==> config.mk <==
export PLATFORM = sky130hd
export DESIGN_NAME = morse_sequencer_flat
export DESIGN_NICKNAME = d
export VERILOG_FILES = /design/src/rtl/morse_sequencer_if.sv /design/src/rtl/morse_sequencer.sv /design/src/flat_wrapper.sv
export SDC_FILE = /design/constraint.sdc
export NUM_CORES = 1
export LEC_CHECK = 0
export CORE_MARGIN = 2
export CORE_UTILIZATION = 30
export DETAILED_ROUTE_END_ITERATION = 8
export GPL_TIMING_DRIVEN = 0
export MAX_ROUTING_LAYER = met4
export SLEW_MARGIN = 20
export SYNTH_ARGS = -nofsm -noshare
export SYNTH_HDL_FRONTEND = slang
export SYNTH_SLANG_ARGS = --single-unit
==> constraint.sdc <==
create_clock -name clk_24 -period 3.35 [get_ports clk_24]
set_input_delay 0.5025 -clock clk_24 [delete_from_list [all_inputs] [get_ports clk_24]]
set_output_delay 0.5025 -clock clk_24 [all_outputs]
set_load 0.05 [all_outputs]
==> src/rtl/morse_sequencer_if.sv <==
// Byte-input handshake for morse_sequencer: a byte moves on any cycle where
// in_valid and in_ready are both high; in_valid while in_ready is low drops the byte.
interface morse_sequencer_if;
   logic       in_valid;
   logic [7:0] in_data;
   logic       in_ready;

   modport master (output in_valid, output in_data, input in_ready);
   modport slave  (input in_valid, input in_data, output in_ready);
endinterface

==> src/rtl/morse_sequencer.sv <==
// ASCII-to-Morse keyer: byte FIFO feeding a unit-timed keying FSM.
// Optional macro MORSE_FARNSWORTH_EN stretches character/word gaps by FARNS units.
module morse_sequencer #(
   parameter int CLK_HZ     = 24_000_000,
   parameter int DOT_MS     = 50,
   parameter int DEPTH_LOG2 = 4,
   parameter int FARNS      = 0
) (
   input  logic             clk_24,
   input  logic             rst,
   morse_sequencer_if.slave in_if,
   output logic             key,
   output logic             busy,
   output logic             char_done,
   output logic             bad_char,
   output logic             overflow,
   output logic [2:0]       o_state
);
   localparam int UNIT_CYCLES = (CLK_HZ / 1000) * DOT_MS;
   localparam int UW          = (UNIT_CYCLES > 1) ? $clog2(UNIT_CYCLES) : 1;
   localparam int DEPTH       = 1 << DEPTH_LOG2;
   localparam logic [DEPTH_LOG2:0] FULL_COUNT = (DEPTH_LOG2 + 1)'(DEPTH);
`ifdef MORSE_FARNSWORTH_EN
   localparam int CGAP_UNITS = 3 + FARNS;
   localparam int WGAP_UNITS = 4 + FARNS;
`else
   // FARNS deliberately has no effect on standard spacing
   localparam int CGAP_UNITS = 3 + 0 * FARNS;
   localparam int WGAP_UNITS = 4 + 0 * FARNS;
`endif

   typedef enum logic [2:0] {
      S_IDLE = 3'd0,
      S_LOAD = 3'd1,
      S_MARK = 3'd2,
      S_SGAP = 3'd3,
      S_CGAP = 3'd4,
      S_WGAP = 3'd5
   } state_t;

   state_t                r_state, w_next;
   logic [7:0]            r_mem [DEPTH];
   logic [DEPTH_LOG2-1:0] r_wr_ptr, r_rd_ptr;
   logic [DEPTH_LOG2:0]   r_count;
   logic [UW-1:0]         r_ucnt;
   logic [7:0]            r_units;
   logic [4:0]            r_code;
   logic [2:0]            r_left;
   logic                  r_key;
   logic                  w_push, w_pop, w_unit_last, w_sup, w_space;
   logic [9:0]            w_dec;
   logic                  w_char_done, w_bad_char;

   // Returns {supported, is_space, length, symbols left-aligned with first symbol in bit 4}.
   function automatic logic [9:0] decode(input logic [7:0] c);
      logic [7:0] u;
      logic [7:0] lk;
      logic       sup;
      u   = ((c >= 8'h61) && (c <= 8'h7a)) ? (c - 8'h20) : c;
      lk  = 8'd0;
      sup = 1'b1;
      case (u)
         8'h41: lk = {3'd2, 5'b00001};  8'h42: lk = {3'd4, 5'b01000};
         8'h43: lk = {3'd4, 5'b01010};  8'h44: lk = {3'd3, 5'b00100};
         8'h45: lk = {3'd1, 5'b00000};  8'h46: lk = {3'd4, 5'b00010};
         8'h47: lk = {3'd3, 5'b00110};  8'h48: lk = {3'd4, 5'b00000};
         8'h49: lk = {3'd2, 5'b00000};  8'h4a: lk = {3'd4, 5'b00111};
         8'h4b: lk = {3'd3, 5'b00101};  8'h4c: lk = {3'd4, 5'b00100};
         8'h4d: lk = {3'd2, 5'b00011};  8'h4e: lk = {3'd2, 5'b00010};
         8'h4f: lk = {3'd3, 5'b00111};  8'h50: lk = {3'd4, 5'b00110};
         8'h51: lk = {3'd4, 5'b01101};  8'h52: lk = {3'd3, 5'b00010};
         8'h53: lk = {3'd3, 5'b00000};  8'h54: lk = {3'd1, 5'b00001};
         8'h55: lk = {3'd3, 5'b00001};  8'h56: lk = {3'd4, 5'b00001};
         8'h57: lk = {3'd3, 5'b00011};  8'h58: lk = {3'd4, 5'b01001};
         8'h59: lk = {3'd4, 5'b01011};  8'h5a: lk = {3'd4, 5'b01100};
         8'h30: lk = {3'd5, 5'b11111};  8'h31: lk = {3'd5, 5'b01111};
         8'h32: lk = {3'd5, 5'b00111};  8'h33: lk = {3'd5, 5'b00011};
         8'h34: lk = {3'd5, 5'b00001};  8'h35: lk = {3'd5, 5'b00000};
         8'h36: lk = {3'd5, 5'b10000};  8'h37: lk = {3'd5, 5'b11000};
         8'h38: lk = {3'd5, 5'b11100};  8'h39: lk = {3'd5, 5'b11110};
         8'h20: lk = 8'd0;
         default: sup = 1'b0;
      endcase
      return {sup, (u == 8'h20), lk[7:5], lk[4:0] << (3'd5 - lk[7:5])};
   endfunction

   assign in_if.in_ready = (r_count != FULL_COUNT);
   assign w_push         = in_if.in_valid && in_if.in_ready;
   assign w_pop          = (r_state == S_LOAD);
   assign w_dec          = decode(r_mem[r_rd_ptr]);
   assign w_sup          = w_dec[9];
   assign w_space        = w_dec[8];
   assign w_unit_last    = (r_ucnt == UW'(UNIT_CYCLES - 1));

   always_ff @(posedge clk_24) begin
      if (w_push) r_mem[r_wr_ptr] <= in_if.in_data;
   end

   always_ff @(posedge clk_24) begin
      if (rst) begin
         r_wr_ptr <= '0;
         r_rd_ptr <= '0;
         r_count  <= '0;
      end else begin
         if (w_push) r_wr_ptr <= r_wr_ptr + DEPTH_LOG2'(1);
         if (w_pop)  r_rd_ptr <= r_rd_ptr + DEPTH_LOG2'(1);
         case ({w_push, w_pop})
            2'b10:   r_count <= r_count + (DEPTH_LOG2 + 1)'(1);
            2'b01:   r_count <= r_count - (DEPTH_LOG2 + 1)'(1);
            default: r_count <= r_count;
         endcase
      end
   end

   always_comb begin
      w_next      = r_state;
      w_char_done = 1'b0;
      w_bad_char  = 1'b0;
      case (r_state)
         S_IDLE: if (r_count != '0) w_next = S_LOAD;
         S_LOAD: begin
            if (!w_sup) begin
               w_bad_char = 1'b1;
               w_next     = S_IDLE;
            end else if (w_space) begin
               w_next = S_WGAP;
            end else begin
               w_next = S_MARK;
            end
         end
         S_MARK: begin
            if (w_unit_last && (r_units == (r_code[4] ? 8'd2 : 8'd0)))
               w_next = (r_left > 3'd1) ? S_SGAP : S_CGAP;
         end
         S_SGAP: if (w_unit_last) w_next = S_MARK;
         S_CGAP, S_WGAP: begin
            if (w_unit_last && (r_units == ((r_state == S_CGAP) ? 8'(CGAP_UNITS - 1)
                                                                : 8'(WGAP_UNITS - 1)))) begin
               w_char_done = 1'b1;
               w_next      = (r_count != '0) ? S_LOAD : S_IDLE;
            end
         end
         default: w_next = S_IDLE;
      endcase
   end

   // Unit timers restart on every state entry so each phase is an exact multiple of a unit.
   always_ff @(posedge clk_24) begin
      if (rst) begin
         r_state <= S_IDLE;
         r_ucnt  <= '0;
         r_units <= '0;
         r_code  <= '0;
         r_left  <= '0;
         r_key   <= 1'b0;
      end else begin
         r_state <= w_next;
         r_key   <= (w_next == S_MARK);
         if (w_next != r_state) begin
            r_ucnt  <= '0;
            r_units <= '0;
         end else if (w_unit_last) begin
            r_ucnt  <= '0;
            r_units <= r_units + 8'd1;
         end else begin
            r_ucnt <= r_ucnt + UW'(1);
         end
         if (r_state == S_LOAD) begin
            r_code <= w_dec[4:0];
            r_left <= w_dec[7:5];
         end else if ((r_state == S_MARK) && (w_next != S_MARK)) begin
            r_code <= r_code << 1;
            r_left <= r_left - 3'd1;
         end
      end
   end

   assign key       = r_key;
   assign busy      = (r_state != S_IDLE) || (r_count != '0);
   assign char_done = w_char_done;
   assign bad_char  = w_bad_char;
   assign overflow  = in_if.in_valid && !in_if.in_ready;
   assign o_state   = r_state;
endmodule

==> src/flat_wrapper.sv <==
// flat-port wrapper written by rule: the top's interface ports become plain ports
module morse_sequencer_flat 
#(
   parameter int CLK_HZ     = 24_000_000,
   parameter int DOT_MS     = 50,
   parameter int DEPTH_LOG2 = 4,
   parameter int FARNS      = 0
)
  (clk_24, rst, key, busy, char_done, bad_char, overflow, o_state, in_if_in_valid, in_if_in_data, in_if_in_ready);
  morse_sequencer_if in_if_i ();
  input  logic clk_24;
  input  logic rst;
  output logic key;
  output logic busy;
  output logic char_done;
  output logic bad_char;
  output logic overflow;
  output logic [2:0] o_state;
  input wire logic [$bits(in_if_i.in_valid)-1:0] in_if_in_valid;
  input wire logic [$bits(in_if_i.in_data)-1:0] in_if_in_data;
  output wire logic [$bits(in_if_i.in_ready)-1:0] in_if_in_ready;
  assign in_if_i.in_valid = in_if_in_valid;
  assign in_if_i.in_data = in_if_in_data;
  assign in_if_in_ready = in_if_i.in_ready;
  morse_sequencer #(.CLK_HZ(CLK_HZ), .DOT_MS(DOT_MS), .DEPTH_LOG2(DEPTH_LOG2), .FARNS(FARNS)) u_core (.clk_24(clk_24), .rst(rst), .in_if(in_if_i), .key(key), .busy(busy), .char_done(char_done), .bad_char(bad_char), .overflow(overflow), .o_state(o_state));
endmodule
# After elaboration in Yosys (flattened, before gate mapping)
# Memories as Yosys holds them, arrays and structs flattened. A register that Yosys moved wholly into a read port is not among the register bits.
# Cells that the tools add are included.
# W data, S select, Z words.
[op_classes]
addsub = 9
magnitude_cmp = 3
n_eq_ne = 51
shift = 1
n_mux = 27
n_reduce_logical = 17
[op_table]
columns = ["operator", "count"]
rows = [
  ["$pmux W8 S36", 1],
  ["$eq A8 B7 Y1 const B", 26],
  ["$eq A8 B6 Y1 const B", 11],
  ["$reduce_or A37 Y1", 1],
  ["$mux W3", 9],
  ["$add A21 B1 Y21 const B", 1],
  ["$eq A21 B21 Y1 const B", 1],
  ["$eq A8 B8 Y1", 2],
  ["$pmux W3 S5", 1],
  ["$mux W5", 2],
  ["$pmux W5 S2", 1],
  ["$eq A3 B2 Y1 const B", 3],
  ["$mux W1", 9],
  ["$add A4 B1 Y4 const B", 2],
  ["$add A8 B1 Y8 const B", 1],
  ["$ge A8 B7 Y1 const B", 1],
  ["$le A8 B7 Y1 const B", 1],
  ["$mux W4", 2],
  ["$mux W8", 1],
  ["$sub A8 B6 Y8 const B", 1],
  ["$eq A3 B3 Y1 const B", 2],
  ["$logic_and A1 B1 Y1", 6],
  ["$add A5 B1 Y5 const B", 1],
  ["$ne A5 B5 Y1 const B", 1],
  ["other kinds (19)", 21],
]
[word_totals]
reg_bits = 54
mem_bits_rw = 128
in_bits = 11
output_inout_bits = 9
word_cells = 118
n_memories = 1
[mem_list]
columns = ["name", "words", "width", "rd", "rd_ports_with_merged_regs", "wr", "line_no", "text"]
rows = [
  ["u_core.r_mem", 16, 8, 1, 1, 1, "morse_sequencer.sv:42", "logic [7:0] r_mem [DEPTH];"],
]

# Depth between registers and ports, before layout
[depth]
ltp_word = 12
mapped_depth = 14
depth_no_buf = 13

# Worst setup path after synthesis
# OpenSTA, ideal clock, no wires.
[synth_path]
path_type = "reg2reg"
start = "reg with a tool-made name"
end = "reg u_core.r_code[3]"
setup_ps = 112
arrival_ps = 3299
t_required_ps = 3238
slack_ps = -61
path_stages_with_launch = 13
path_buffers = 2
synth_period_minus_slack_ps = 3411
path_cell_list = "dfxtp_1 -> buf_6 -> buf_6 -> mux4_2 -> mux4_2 -> inv_1 -> ha_1 -> o22ai_1 -> or4b_1 -> or2_1 -> o221ai_1 -> a21oi_1 -> a2111oi_1"
[synth_rtl]
columns = ["item", "line_no", "text"]
rows = [
  ["end signal, assigned", "morse_sequencer.sv:169", "r_code <= w_dec[4:0];"],
  ["end signal, assigned", "morse_sequencer.sv:172", "r_code <= r_code << 1;"],
  ["end, declared", "morse_sequencer.sv:47", "logic [4:0] r_code;"],
]

==> metrics.csv <==
stage;metric;value;unit
outcome;status;complete, but fails checks;
outcome;violations;negative setup slack;
layout;layout_common_cells;128 x edfxtp_1, 88 x nor2_1, 63 x nand2_1, 57 x dfxtp_1, 34 x mux4_2;
sta;finalSetupViolations;24;
pwr;switchingPower;2.18;mW
sta;worst_pin_slew;1080;ps
synthesis;ys_types;64;
layout;final_common_cell;edfxtp_1;
detailed_routing;finalWirelength;18600;um
synthesis;ys_warn_count;0;
placement;gp_congestion;0.881;
layout;drive_above_1_share;0.204;
clock_network;clock_latency;440;ps
clock_network;clock_path_buffers;2;
floorplan;core_area;27700;um2
worst_setup_path;worst-r2r-cell-count;13;
layout;n_antenna_cell;0;
sta;fin_skew;21.7;ps
floorplan;io_pins;20;
synthesis;synthArstFlopShare;0;
floorplan;dieArea;29500;um2
detailed_routing;drt_pre_antenna_iters;5;
global_routing;grt-ovfl-total;0;
worst_setup_path;endpoint_kind;output port;
global_routing;grt_use_total;0.136;
placement;dp.cells;1085;
worst_setup_path;crit_required;2850;ps
pwr;p_seq_frac;0.399;
min_path;hp-start;u_core.r_ucnt[0];
layout;final_cells;1132;
detailed_routing;via_count;5583;
sta;maxSlewHeadroom;0.281;
global_routing;grt_pass1_vias;5487;
clock_network;cts_buffers;17;
pwr;p_comb_frac;0.301;
global_routing;grt_max_degree;20;
detailed_routing;ant_nets;0;
placement;placed_area;9160;um2
detailed_routing;routed_via_density;4.93;
sta;maxSlewViolCount;0;
layout;nNetsFinal;767;
min_path;hold-path-endpoint;u_core.r_ucnt[0];
synthesis;synth_edf_count;128;
floorplan;rows;61;
worst_setup_path;r2r_setup_slack;-320;ps
sta;tns;-6950;ps
min_path;whs_path_depth;1;
synthesis;synth_top_area_frac;0.455;
pwr;peakVddDrop;0.000388;V
pwr;p_int;4.40;mW
clock_network;cts_tree;built;
pwr;leakagePower;3.35;nW
placement;pre_cts_slack;-876;ps
clock_network;cts_hold_buf;0;
pwr;clkPwrFrac;0.300;
sta;period_needed;3820;ps
min_path;hp-class;reg -> reg;
synthesis;ys_seq_elements;186;
floorplan;die_x;172;um
job;cap_violations;0;
sta;timing.fmax;0.261;GHz
worst_setup_path;critPathMaxFanout;6;
detailed_routing;drc;0;
worst_setup_path;path_class;reg -> out;
synthesis;netlist_area;8440;um2
sta;fin_ws;-474;ps
clock_network;path_clk_slew;80;ps
synthesis;synth_cells;685;
pwr;p_per_area;652;nW/um2
detailed_routing;wl_per_cell;16.5;um
sta;rsz0062_at_grt;true;
worst_setup_path;start_kind;flop;
floorplan;start_util;0.305;
worst_setup_path;worstPathArrival;3320;ps
placement;place_hpwl;12300;um
sta;whs;465;ps
global_routing;grt_pass1_wl;29700;um
detailed_routing;drtIter0Drc;471;
sta;finalCritPeriodShare;1.14;
worst_setup_path;rr_endpoint;u_core.r_ucnt[17];
floorplan;die_h;172;um
global_routing;antenna_found_initial;0;
layout;layout-area-overhead-vs-synth;19.6;%
synthesis;avgSynthCellArea;12.3;um2
sta;hold_viol_final;0;
layout;stdcell_area;10100;um2
placement;io_buffers;18;
synthesis;ys.flop_type;edfxtp_1;
clock_network;cts_root_buffer;clkbuf_16;
synthesis;netlist_top_cells_area;edfxtp_1 46%, dfxtp_1 14%, mux4_2 9.1%, nor2_1 4.0%, nand2_1 2.9%;
clock_network;cts-htree-levels;4;
synthesis;synth_area_leader_cell;edfxtp_1;
synthesis;synth_seq_area_share;0.593;
clock_network;cts.sinks;186;
synthesis;synth_fp_nets;711;
pwr;p_sw_frac;0.332;
[worst max-delay path by stage]
| stage | end | slack [ps] | depth (start not counted) |
|---|---|---|---|
| detailed placement | bad_char | -880 | 11 |
| global route | bad_char | -560 | 11 |
| finish | bad_char | -470 | 11 |
| floorplan | u_core.r_code[3] | 2 | 12 |
| CTS | bad_char | -470 | 11 |
| global placement | bad_char | -880 | 10 |
[critical path, cell delays in order, from the launching register on]
cell and delay [ps]:
dfxtp_2 330, buf_6 130, buf_12 120, mux4_2 510
mux4_2 530, inv_2 100, ha_4 210, o22ai_4 150
or4b_4 510, nand2_4 100, nor2_4 50, buf_8 140
[power by group through the flow]
stage | Sequential, mW | Clock, mW | Combinational (mW)
detailed placement | 2.67 | 0 | 1.67
CTS | 2.62 | 2.02 | 1.81
global placement | 2.66 | 0 | 1.65
finish | 2.63 | 1.97 | 1.98
global route | 2.64 | 2.11 | 2.16
floorplan | 2.67 | 0 | 1.23
[cell families after synthesis]
kind of cell,after synthesis,share of synthesized area
multiplexers,37,0.0943
AND/OR/NAND/NOR,268,0.155
AO/OA/AOI/OAI,86,0.0652
buffers and inverters,53,0.0280
adder cells (fa/ha/maj),15,0.0231
flip-flops,186,0.593
XOR/XNOR,40,0.0415
[state kept, by name, indices dropped and copies added (netlist names), named ones only]
name / flops
u_core.r_mem: 128
u_core.r_ucnt: 21
u_core.r_units: 8
u_core.r_code: 5
u_core.r_count: 5
u_core.r_rd_ptr: 4
u_core.r_wr_ptr: 4
u_core.o_state: 3
u_core.r_left: 3
u_core.key: 1
[routing by layer]
metal	vias up	wire, um	track usage
met5	-	0	-
met1	2758	8500	0.175
li1	2647	-	-
met4	0	333	0.0405
met2	148	8870	0.211
met3	30	938	0.0354
[layout make-up]
cell class,count,area (um2)
clock inverters,15,153
multi-input cells,446,3410
clock buffers,17,425
well taps,378,473
inverters,20,75.1
plain buffers,29,196
repair buffers,41,357
flip-flops and latches,186,5010
fillers,2683,17600
[timing repair]
| item | CTS | global route |
|---|---|---|
| hold endpoints to repair | 0 | 0 |
| endpoints found under the setup margin | 41 | 38 |
| setup buffers | 11 | 8 |
| pin swaps | 4 | 5 |
| resized for setup | 34 | 41 |
[cell usage after synthesis, types with 2 or more instances]
library cell  instances
a21o_1                3
o21ai_1               3
o22ai_1               6
nor4_2                2
or4_1                 2
buf_6                 4
dfxtp_1              58
a21oi_1              30
a211oi_1              8
nand4_1              17
a31oi_1               6
ha_1                 14
edfxtp_1            128
nor4_1                4
and3_1               10
mux2i_1               3
or3_1                 3
nor2_1               90
nand2_1              66
nor2b_1               6
clkbuf_1             19
a22o_1                2
xnor2_1              18
buf_1                 6
nand3_1              16
nor2_2                8
nor3_1               16
xor2_1               22
o21a_1                3
mux4_2               34
nor3_2                2
and2_1                5
o21ai_0               8
or4b_1                2
a22oi_1               2
inv_1                20
and4_1                5
nand2b_1              6
buf_2                 3
[per-stage QoR]
stage                     total power [mW]   util
final                                 6.58  0.364
after global routing                  6.90  0.364
after CTS                             6.45  0.358
after detailed placement              4.33  0.330
after global placement                4.32  0.329
after floorplan                       3.90      -
Power figures use the tool's default switching activity.
